File: src/rtl/decode_stage.sv
// decode_stage: RV32I/Zicsr decode pipeline stage with hazard scoreboard
package instruction;
   typedef enum logic [5:0] {
      LUI, AUIPC, JAL, JALR, BEQ, BNE, BLT, BGE, BLTU, BGEU,
      LB, LH, LW, LBU, LHU, SB, SH, SW,
      ADDI, SLTI, SLTIU, XORI, ORI, ANDI, SLLI, SRLI, SRAI,
      ADD, SUB, SLL, SLT, SLTU, XOR, SRL, SRA, OR, AND,
      FENCE, FENCE_I, ECALL, EBREAK, MRET, WFI,
      CSRRW, CSRRS, CSRRC, CSRRWI, CSRRSI, CSRRCI, ILLEGAL
   } op_e;
   typedef struct packed {
      op_e         op;
      logic [4:0]  rd_address;
      logic [4:0]  rs1_address;
      logic [4:0]  rs2_address;
      logic [31:0] immediate;
      logic [11:0] csr;
   } t;
endpackage

// instruction_decoder: combinational RV32I/Zicsr decode; register fields are passed through raw
module instruction_decoder
   import instruction::*;
(
   input  logic [31:0] instruction_i,
   output t            decoded_o
);
   logic [31:0] w, imm, imm_i, imm_s, imm_b, imm_u, imm_j;
   logic [2:0]  f3;
   logic [6:0]  f7;
   op_e         op;
   assign w     = instruction_i;
   assign f3    = w[14:12];
   assign f7    = w[31:25];
   assign imm_i = {{20{w[31]}}, w[31:20]};
   assign imm_s = {{20{w[31]}}, w[31:25], w[11:7]};
   assign imm_b = {{20{w[31]}}, w[7], w[30:25], w[11:8], 1'b0};
   assign imm_u = {w[31:12], 12'b0};
   assign imm_j = {{12{w[31]}}, w[19:12], w[20], w[30:21], 1'b0};
   // Pick the operation and its format-specific immediate from opcode and function fields
   always_comb begin
      op  = ILLEGAL;
      imm = imm_i;
      case (w[6:0])
         7'h37: begin op = LUI; imm = imm_u; end
         7'h17: begin op = AUIPC; imm = imm_u; end
         7'h6F: begin op = JAL; imm = imm_j; end
         7'h67: op = (f3 == 3'd0) ? JALR : ILLEGAL;
         7'h63: begin
            imm = imm_b;
            case (f3)
               3'd0: op = BEQ;
               3'd1: op = BNE;
               3'd4: op = BLT;
               3'd5: op = BGE;
               3'd6: op = BLTU;
               3'd7: op = BGEU;
               default: op = ILLEGAL;
            endcase
         end
         7'h03: begin
            case (f3)
               3'd0: op = LB;
               3'd1: op = LH;
               3'd2: op = LW;
               3'd4: op = LBU;
               3'd5: op = LHU;
               default: op = ILLEGAL;
            endcase
         end
         7'h23: begin
            imm = imm_s;
            op  = (f3 == 3'd0) ? SB : (f3 == 3'd1) ? SH : (f3 == 3'd2) ? SW : ILLEGAL;
         end
         7'h13: begin
            case (f3)
               3'd0: op = ADDI;
               3'd1: op = (f7 == 7'h00) ? SLLI : ILLEGAL;
               3'd2: op = SLTI;
               3'd3: op = SLTIU;
               3'd4: op = XORI;
               3'd5: op = (f7 == 7'h00) ? SRLI : (f7 == 7'h20) ? SRAI : ILLEGAL;
               3'd6: op = ORI;
               default: op = ANDI;
            endcase
         end
         7'h33: begin
            case ({f7, f3})
               10'h000: op = ADD;
               10'h100: op = SUB;
               10'h001: op = SLL;
               10'h002: op = SLT;
               10'h003: op = SLTU;
               10'h004: op = XOR;
               10'h005: op = SRL;
               10'h105: op = SRA;
               10'h006: op = OR;
               10'h007: op = AND;
               default: op = ILLEGAL;
            endcase
         end
         7'h0F: op = (f3 == 3'd0) ? FENCE : (f3 == 3'd1) ? FENCE_I : ILLEGAL;
         7'h73: begin
            if (f3[2]) imm = {27'b0, w[19:15]};
            case (f3)
               3'd0: op = (w == 32'h00000073) ? ECALL :
                          (w == 32'h00100073) ? EBREAK :
                          (w == 32'h30200073) ? MRET :
                          (w == 32'h10500073) ? WFI : ILLEGAL;
               3'd1: op = CSRRW;
               3'd2: op = CSRRS;
               3'd3: op = CSRRC;
               3'd5: op = CSRRWI;
               3'd6: op = CSRRSI;
               3'd7: op = CSRRCI;
               default: op = ILLEGAL;
            endcase
         end
         default: op = ILLEGAL;
      endcase
   end
   assign decoded_o = '{op: op, rd_address: w[11:7], rs1_address: w[19:15],
                        rs2_address: w[24:20], immediate: imm, csr: w[31:20]};
endmodule

// decode_stage: one-entry decoded-instruction register gated by a 32-bit busy scoreboard
module decode_stage #(
   parameter int COUNTER_WIDTH = 32
) (
   input  logic                     clk,
   input  logic                     rst,
   input  logic                     fetch_valid,
   output logic                     fetch_ready,
   input  logic [31:0]              fetch_instruction,
   input  logic [31:0]              fetch_pc,
   input  logic                     flush,
   output logic                     issue_valid,
   input  logic                     issue_ready,
   output instruction::t            issue_instruction,
   output logic [31:0]              issue_pc,
   input  logic                     writeback_valid,
   input  logic [4:0]               writeback_rd,
   output logic [COUNTER_WIDTH-1:0] stall_count
);
   import instruction::*;
   t                   decoded, held_q;
   logic               held_valid_q, held_valid_d, hazard, serial, stall_inc;
   logic               fetch_fire, issue_fire;
   logic [31:0]        pc_q, busy_q, busy_d, set_mask, clr_mask;
   logic [COUNTER_WIDTH-1:0] stall_q, stall_d;
   instruction_decoder u_dec (.instruction_i(fetch_instruction), .decoded_o(decoded));
   assign serial = held_q.op inside {CSRRW, CSRRS, CSRRC, CSRRWI, CSRRSI, CSRRCI,
                                     FENCE, FENCE_I, ECALL, EBREAK, MRET, WFI};
   // Address fields are checked even when the op ignores them: conservative but simple
   assign hazard = (held_q.op != ILLEGAL) &&
                   ((|held_q.rs1_address && busy_q[held_q.rs1_address]) ||
                    (|held_q.rs2_address && busy_q[held_q.rs2_address]) ||
                    (|held_q.rd_address  && busy_q[held_q.rd_address])  ||
                    (serial && |busy_q));
   assign issue_valid  = held_valid_q && !hazard && !flush && !rst;
   assign issue_fire   = issue_valid && issue_ready;
   assign fetch_ready  = !rst && !flush && (!held_valid_q || issue_fire);
   assign fetch_fire   = fetch_valid && fetch_ready;
   assign held_valid_d = flush ? 1'b0 : fetch_fire ? 1'b1 : issue_fire ? 1'b0 : held_valid_q;
   assign set_mask     = (issue_fire && |held_q.rd_address && held_q.op != ILLEGAL) ?
                         32'd1 << held_q.rd_address : 32'd0;
   assign clr_mask     = writeback_valid ? 32'd1 << writeback_rd : 32'd0;
   assign busy_d       = ((busy_q & ~clr_mask) | set_mask) & ~32'd1;
   assign stall_inc    = held_valid_q && hazard && !flush;
   assign stall_d      = stall_q + {{(COUNTER_WIDTH-1){1'b0}}, stall_inc};
   assign issue_instruction = held_q;
   assign issue_pc          = pc_q;
   assign stall_count       = stall_q;
   // Stage register, scoreboard and stall counter; flush leaves the scoreboard intact
   always_ff @(posedge clk) begin
      if (rst) begin
         held_valid_q <= 1'b0;
         held_q       <= '0;
         pc_q         <= '0;
         busy_q       <= '0;
         stall_q      <= '0;
      end else begin
         held_valid_q <= held_valid_d;
         busy_q       <= busy_d;
         stall_q      <= stall_d;
         if (fetch_fire) begin
            held_q <= decoded;
            pc_q   <= fetch_pc;
         end
      end
   end
endmodule

File: config.mk
export PLATFORM = sky130hd
export DESIGN_NAME = decode_stage
export DESIGN_NICKNAME = d
export VERILOG_FILES = /design/src/rtl/decode_stage.sv
export SDC_FILE = /design/constraint.sdc
export NUM_CORES = 1
export LEC_CHECK = 0
export BUFFER_PORTS_ARGS = -buffer_cell sky130_fd_sc_hd__buf_4
export CORE_UTILIZATION = 55
export DETAILED_ROUTE_END_ITERATION = 16
export PLACE_DENSITY_LB_ADDON = 0.3
export SYNTH_ARGS = -nofsm -noshare
export SYNTH_HDL_FRONTEND = slang
export SYNTH_HIERARCHICAL = 1
export SYNTH_SLANG_ARGS = --single-unit
export TNS_END_PERCENT = 10
File: constraint.sdc
create_clock -name clk -period 8.8 [get_ports clk]
set_input_delay 2.64 -clock clk [delete_from_list [all_inputs] [get_ports clk]]
set_output_delay 2.64 -clock clk [all_outputs]
set_load 0.01 [all_outputs]
-- Yosys cells after proc, flatten, opt, wreduce, memory -nomap -nowiden
Cells that the tools add are included.
- register bits: 162
- bits of input ports: 75
- logic and storage cells: 131
- $add $sub $neg: 1
- magnitude comparators: 3
- equality and inequality tests: 45
- shift-type cells: 2
- muxes and demuxes: 31
- bitwise logic cells: 3
- reductions and logical operators: 35
- operators with widths (cell ; count):
    $pmux 32 s5 ; 1
    $mux 32 ; 3
    $pmux 6 s7 ; 2
    $eq 6x6->1 const B ; 12
    $mux 6 ; 11
    $pmux 6 s11 ; 1
    $shl 1x5->32 const A ; 2
    $pmux 6 s10 ; 1
    $eq 10x3->1 const B ; 4
    $pmux 6 s6 ; 1
    $add 32x1->32 ; 1
    $and 32x32->32 ; 1
    $eq 32x21->1 const B ; 1
    $eq 32x29->1 const B ; 1
    $eq 32x30->1 const B ; 1
    $eq 32x7->1 const B ; 1
    $not 32->32 ; 1
    $or 32x32->32 ; 1
    $reduce_or 32->1 ; 1
    $pmux 6 s5 ; 1
    $eq 7x6->1 const B ; 4
    $eq 7x7->1 const B ; 4
    $eq 10x2->1 const B ; 2
    $eq 10x9->1 const B ; 2
    22 further kinds ; 60

-- Longest topological paths before layout
Gate-level depths: netlist (run 1).
- depth in word-level cells: 16
- gate-level depth with buffers: 18

-- Hierarchy
Netlist (run 1), hierarchy kept.
- by module, submodules not included (module ; times used ; cells an instance ; area each (µm²) ; sequential area each (µm²)):
    decode_stage ; 1 ; 754 ; 7636.1 ; 3223.1
    instruction_decoder ; 1 ; 272 ; 1754.2 ; 0.0

-- Least setup slack after synthesis (run 1)
No wires, ideal clock.
- kind: input to output
- start: in flush
- end: out fetch_ready
- arrival time: 3.166 ns
- path slack: 2.994 ns
- cell stages on the path: 2
- buffers on the path: 0
- path through: nor2_1 a21boi_0
- word-level cells in the longest chain between the ends: 6
- elaborated cells on any way between the ends: 7
- classes of those cells: reduce/logical: 7
- RTL lines (what ; line ; RTL):
    start: declaration ; 136 ; input logic flush,
    $logic_not 1->1 (*) ; 160, 162 ;
    $logic_and 1x1->1 (2 in series) ; 160 ; assign issue_valid = held_valid_q && !hazard && !flush && !rst;
    $logic_and 1x1->1 ; 161 ; assign issue_fire = issue_valid && issue_ready;
    $logic_or 1x1->1 ; 162 ; assign fetch_ready = !rst && !flush && (!held_valid_q || issue_fire);
    $logic_and 1x1->1 (*) ; 162 ;
    end: declaration ; 133 ; output logic fetch_ready,
Every way passes the cells marked *; elsewhere a longest branch is shown, timed or not.

-- Worst setup path in the final report (run 1)
- start: in rst
- end: out fetch_ready
- word-level cells in the longest chain between the ends: 5
- elaborated cells on any way between the ends: 6
- classes of those cells: reduce/logical: 6
- RTL lines (what ; line ; RTL):
    start: declaration ; 131 ; input logic rst,
    $logic_not 1->1 (*) ; 160, 162 ;
    $logic_and 1x1->1 ; 160 ;
    $logic_and 1x1->1 ; 161 ;
    $logic_or 1x1->1 ; 162 ;
    $logic_and 1x1->1 (*) ; 162 ;
Marks and branches as above.

==> reports/metrics.csv, run 1 <==
stage;metric;value;unit
timing;fin crit period;6.51;ns
grt;busiest grt layer;met2;
clocking;clk slew on worst S/H paths;0.07;ns
logic_synthesis;synthesized netlist cell count;1026;
timing;Slew HR;28.6;%
setup_path;Startpoint Class;primary input;
logic_synthesis;Cell Area, Synth;9390;µm²
detailed_routing;DRC Markers;0;
die;die height;133;µm
die;IO Count;206;
die;DIE AREA;17600;µm²
clocking;Hold Buf Count CTS;0;
detailed_routing;first-iteration detailed-routing DRC count;874;
pwr;switching power;0.000523;W
run;max cap viols;0;
setup_path;WP data required;6.16;ns
clocking;clock sink count;161;
detailed_routing;Post-Route WL;26.3;mm
final_layout;Fillers;1345;
grt;initial antenna violation count;0;
logic_synthesis;Main synth FF type;dfxtp_1;
timing;Final Skew;0.00838;ns
timing;Fin. Hold Viols;0;
final_layout;final-stage net count;1235;
logic_synthesis;register bit total from synthesis;161;
logic_synthesis;top cells by area, synth;dfxtp_1, mux2_2, nor2b_1;
timing;actual slew at the worst max-slew pin;1.07;ns
place;number of port buffers;205;
clocking;total CTS buffers;17;
die;Core ar.;16600;µm²
logic_synthesis;Unique masters post-synth;78;
grt;number of global-route vias before repair;7850;
clocking;clock tree buffer depth;2;
pwr;Gate power share;17.8;%
logic_synthesis;Yosys top cell by area;dfxtp_1;
timing;period utilisation layout;73.9;%
logic_synthesis;Seq/Total Area, Yosys;34.3;%
clocking;H-tree depth;4;
logic_synthesis;Synth top cells by count;dfxtp_1, nor2b_1, nor2_1;
final_layout;share of layout cells above drive strength 1;31.4;%
logic_synthesis;Post-synth EDFFs;0;
setup_path;crit path DAT;3.87;ns
worst_hold_path;Hold WC Path Type;flip-flop to flip-flop;
detailed_routing;routed vias;8426;
status;status;complete, no violations;
detailed_routing;Routed Antenna Nets;0;
die;Rows;47;
setup_path;Crit. End Element;primary output;
pwr;Net Sw Frac;28.2;%
grt;met1 GRT Util;37.0;%
pwr;Pleak;4.67;nW
logic_synthesis;ys async rst share;0;%
pwr;sequential power share;43.6;%
final_layout;multi-input logic area;5590;µm²
logic_synthesis;most instantiated library cell after synthesis;dfxtp_1;
clocking;PostCTS Resize Cnt;0;
grt;grt met3 use;7.93;%
grt;met2 capacity usage during global routing;46.9;%
final_layout;FF+latch area;3220;µm²
setup_path;Reg2Reg Depth;15;
grt;Tot GR Track Use;29.3;%
timing;final setup fails;0;
die;Initial Util;56.4;%
clocking;CTS tree;yes;
setup_path;CP max FO;76;
worst_hold_path;worst hold stages;2;
logic_synthesis;Post-Syn Area per Cell;9.15;µm²
pwr;PwrDens;165;nW/µm²
pwr;Peak VDD IR;0.146;mV
clocking;Post-CTS Setup Bufs;0;
pwr;Clk pwr share;38.6;%
timing;Setup TNS;0;ns
grt;global-route wire length before repair;41.4;mm
logic_synthesis;syn nets;1103;
detailed_routing;iteration count of the initial detailed-routing pass;5;
logic_synthesis;yosys warns;6;
grt;gr ovfl total;0;
place;GPL Wtd Cong;0.937;
timing;RSZ-0062 raised after global routing;no;
clocking;root buffer cell;clkbuf_16;
die;die span in x;133;µm
pwr;internal power;0.00133;W
detailed_routing;DR vias/cell;6.06;
final_layout;n_diodes;0;
place;Placed Area;10700;µm²
final_layout;design area;11300;µm²
setup_path;critical path class;primary input to primary output;
logic_synthesis;Synth top area share;34.3;%
detailed_routing;Avg WL per Cell;18.9;µm
timing;Slew Limit Fails;0;
place;DP HPWL;18.4;mm
clocking;Worst-Skew Late Latency;0.43;ns
grt;pin count of the biggest net entering global routing;94;
final_layout;Area Growth Syn to Fin;20.1;%
timing;Peak Freq;0.154;GHz
[registers in the layout, summed over array words and instances, names as in the netlist]
name,cells
busy_q,31
held_valid_q,1
issue_instruction,65
issue_pc,32
stall_count,32
[metal layers]
layer	share of wire (%)	vias to the layer above
met1	41	4018
met2	47	417
met3	9.1	60
met5	0	-
li1	-	3931
met4	3.2	0
[path summary, 6_finish.rpt]
| check | slack [ns] | to | startpoint |
|---|---|---|---|
| worst max-delay path | 2.29 | fetch_ready | rst |
| worst min-delay path | 0.51 | stall_count[17] | stall_count[17] |
| worst max register to register | 4.11 | stall_count[26] | issue_instruction[55] |
| worst min register to register | 0.51 | stall_count[17] | stall_count[17] |
[stage by stage]
step / hold slack (ns) / worst slack [ns] / total power, W / std cells / utilization, %
finish: 0.509 / 2.29 / 0.00186 / 1390 / 67.8
global route: 0.544 / 2.17 / 0.00193 / 1390 / 67.8
CTS: 0.513 / 2.29 / 0.00186 / 1390 / 67.8
detailed placement: 0.498 / 2.30 / 0.00115 / 1359 / 64.4
global placement: 0.493 / 2.29 / 0.00114 / 1359 / 64.4
floorplan: 0.476 / 2.99 / 0.00102 / 1026 / -
[cell usage in the layout (no fill, tap or decap), drive strengths merged, types with 22 or more instances in the layout]
cell,count
a21oi,27
buf,209
dfxtp,161
inv,22
mux2,99
mux2i,23
nand2,45
nand3,24
nand4,23
nor2,72
nor2b,116
o21ai,54
[critical path, cell delays in order]
cell and delay [ns]:
buf_4 0.58, nor2_1 0.23, a21boi_0 0.21, buf_4 0.17
[cell families after synthesis]
group	count (synthesis)	synth area share, %
xor gates and xnor gates	32	2.98
muxes	134	18.4
AOI/OAI and AO/OA	185	13.3
DFF	161	34.3
buffers and inverters	113	6.30
and+or+nand+nor	398	24.3
adders and majority gates	3	0.373
[layout make-up]
class	instances	area share, %
inverter	17	0.566
clock buffer	18	3.81
sequential	161	28.6
clock inverter	13	1.16
tap	220	2.44
multi-input combinational	752	49.5
timing repair buffer	209	13.9
[power groups by stage]
| stage | Clock, W | Sequential, W | Combinational (W) |
|---|---|---|---|
| 2_1_floorplan | 0 | 0.000824 | 0.000197 |
| 6_report | 0.000717 | 0.000810 | 0.000330 |
| 3_3_place_gp | 0 | 0.000823 | 0.000322 |
| 3_5_place_dp | 0 | 0.000824 | 0.000327 |
| 4_1_cts | 0.000724 | 0.000808 | 0.000328 |
| 5_1_grt | 0.000759 | 0.000815 | 0.000352 |
Note: power is estimated with default switching activity, not from simulation.
==> inputs of run 2 (changes only) <==
Clock period 8.8 ns to 6.42 ns, I/O delays scaled along.
==> run 2 against run 1 <==
  * Wire length is 1.4% higher
  * Core utilization increased by 0.26 points
  * Setup slack lost 1.4 ns
  * Die area stayed put
  * Largest cell class unchanged
==> reports/metrics.csv, run 2 (synthesized netlist as in run 1, its figures left out) <==
stage;metric;value;unit
status;status;complete, no violations;
worst_hold_path;Hold WC Path Type;flip-flop to flip-flop;
final_layout;final-stage net count;1236;
final_layout;Area Growth Syn to Fin;20.6;%
timing;final setup fails;0;
setup_path;CP Buf/Inv Count;1;
die;Core ar.;16600;µm²
final_layout;most frequent cells in the layout;buf_4, dfxtp_1, nor2b_1;
setup_path;crit-path cells;mux4_2 -> o2bb2ai_1 -> a2111oi_0 -> or4_1 -> nor4_4 -> o21ai_0 -> a21boi_0 -> buf_4;
grt;number of global-route vias before repair;7845;
detailed_routing;Avg WL per Cell;19.1;µm
pwr;internal power;0.00184;W
timing;Fin. Hold Viols;0;
timing;Slew Limit Fails;0;
place;number of port buffers;205;
die;DIE AREA;17600;µm²
pwr;Pleak;4.70;nW
clocking;CTS tree;yes;
detailed_routing;Post-Route WL;26.6;mm
timing;Final Skew;0.0104;ns
clocking;Worst-Skew Late Latency;0.43;ns
clocking;root buffer cell;clkbuf_16;
timing;worst hold slack;0.520;ns
setup_path;Reg2Reg Depth;15;
setup_path;CP Depth;8;
setup_path;critical path class;flip-flop to primary output;
timing;period utilisation layout;86.9;%
timing;Slew HR;35.5;%
clocking;total CTS buffers;17;
setup_path;CP max FO;15;
grt;global-route wire length before repair;42.6;mm
pwr;Peak VDD IR;0.244;mV
detailed_routing;iteration count of the initial detailed-routing pass;5;
run;max cap viols;0;
place;DP HPWL;18.8;mm
final_layout;share of layout cells above drive strength 1;31.6;%
clocking;Post-CTS Setup Bufs;0;
worst_hold_path;worst hold stages;2;
final_layout;n_diodes;0;
grt;grt met3 use;8.08;%
setup_path;delay-heaviest family, CP;simple AND/OR/NAND/NOR gates;
place;GPL Wtd Cong;0.964;
timing;RSZ-0062 raised after global routing;no;
pwr;sequential power share;42.9;%
grt;busiest grt layer;met2;
grt;met2 capacity usage during global routing;49.6;%
setup_path;crit path DAT;3.65;ns
clocking;clock tree buffer depth;2;
grt;gr ovfl total;0;
detailed_routing;Routed Antenna Nets;0;
timing;actual slew at the worst max-slew pin;0.968;ns
detailed_routing;first-iteration detailed-routing DRC count;825;
pwr;Clk pwr share;39.6;%
grt;met1 GRT Util;38.6;%
setup_path;Crit-path slowest cell;dfxtp_1;
clocking;PostCTS Resize Cnt;0;
timing;Peak Freq;0.179;GHz
detailed_routing;routed vias;8260;
pwr;PwrDens;228;nW/µm²
grt;pin count of the biggest net entering global routing;87;
final_layout;most common cell after layout, fill and taps aside;buf_4;
die;Initial Util;56.4;%
setup_path;Startpoint Class;flip-flop;
die;die span in x;133;µm
setup_path;Slowest Stage Delay on Critical Path;0.78;ns
clocking;clock sink count;161;
setup_path;WP data required;4.49;ns
pwr;Gate power share;17.5;%
pwr;Net Sw Frac;28.8;%
timing;Setup TNS;0;ns
clocking;Hold Buf Count CTS;0;
die;IO Count;206;
detailed_routing;DRC Markers;0;
clocking;clk slew on worst S/H paths;0.07;ns
timing;fin crit period;5.58;ns
grt;initial antenna violation count;0;
die;Rows;47;
clocking;H-tree depth;4;
die;die height;133;µm
grt;Tot GR Track Use;30.6;%
detailed_routing;DR vias/cell;5.93;
final_layout;max reg flops;65;
setup_path;Crit. End Element;primary output;
pwr;switching power;0.000744;W
run 2: changes by cell type in the layout (fill, tap and decap cells not counted), sizes merged:
cell	change
inv	+3
buf	+1
clkinv	+2
clkinvlp	-3
clkbuf	-1
run 2: through the flow:
stage                     total power (W)  util [%]  instances  cell area (µm²)  worst slack, ns
after floorplan                   0.00140         -       1026             9390             1.80
after global placement            0.00157      64.4       1360            10700             1.35
after detailed placement          0.00158      64.4       1360            10700             1.27
after CTS                         0.00260      68.0       1392            11300            0.822
after global routing              0.00268      68.0       1392            11300            0.609
final                             0.00259      68.0       1392            11300            0.843
run 2: worst reg2reg max path: cells and delay by family, from the launching register on:
kind	cells	cell delay, ns
simple gates	9	2.10
flops	1	0.79
mux	2	0.66
compound gates	1	0.43
fa+ha+maj	2	0.43
xor+xnor	1	0.16
run 2: worst paths after layout:
path	slack (ns)	start	endpoint
worst max-delay path	0.84	issue_instruction[44]	fetch_ready
worst min-delay path	0.52	stall_count[20]	stall_count[20]
worst max register to register	1.70	issue_instruction[55]	stall_count[26]
worst min register to register	0.52	stall_count[20]	stall_count[20]
run 2: cell type report:
cell class              instances  area (µm²)
well taps                     220         275
flip-flops and latches        161        3220
inverters                      17        63.8
repair buffers                210        1580
multi-input cells             752        5590
fillers                      1356        5320
clock buffers                  17         425
clock inverters                15         170
run 2: routing by layer:
layer	vias up	share of wire, %
met5	-	0
met2	371	48
met4	0	2.8
li1	3932	-
met1	3904	42
met3	53	7.9
run 2: power groups by stage:
stage	Sequential [W]	Combinational (W)	Clock (W)
2_1_floorplan	0.00113	0.000270	0
3_3_place_gp	0.00113	0.000445	0
3_5_place_dp	0.00113	0.000449	0
4_1_cts	0.00111	0.000450	0.00104
5_1_grt	0.00112	0.000485	0.00108
6_report	0.00111	0.000452	0.00102
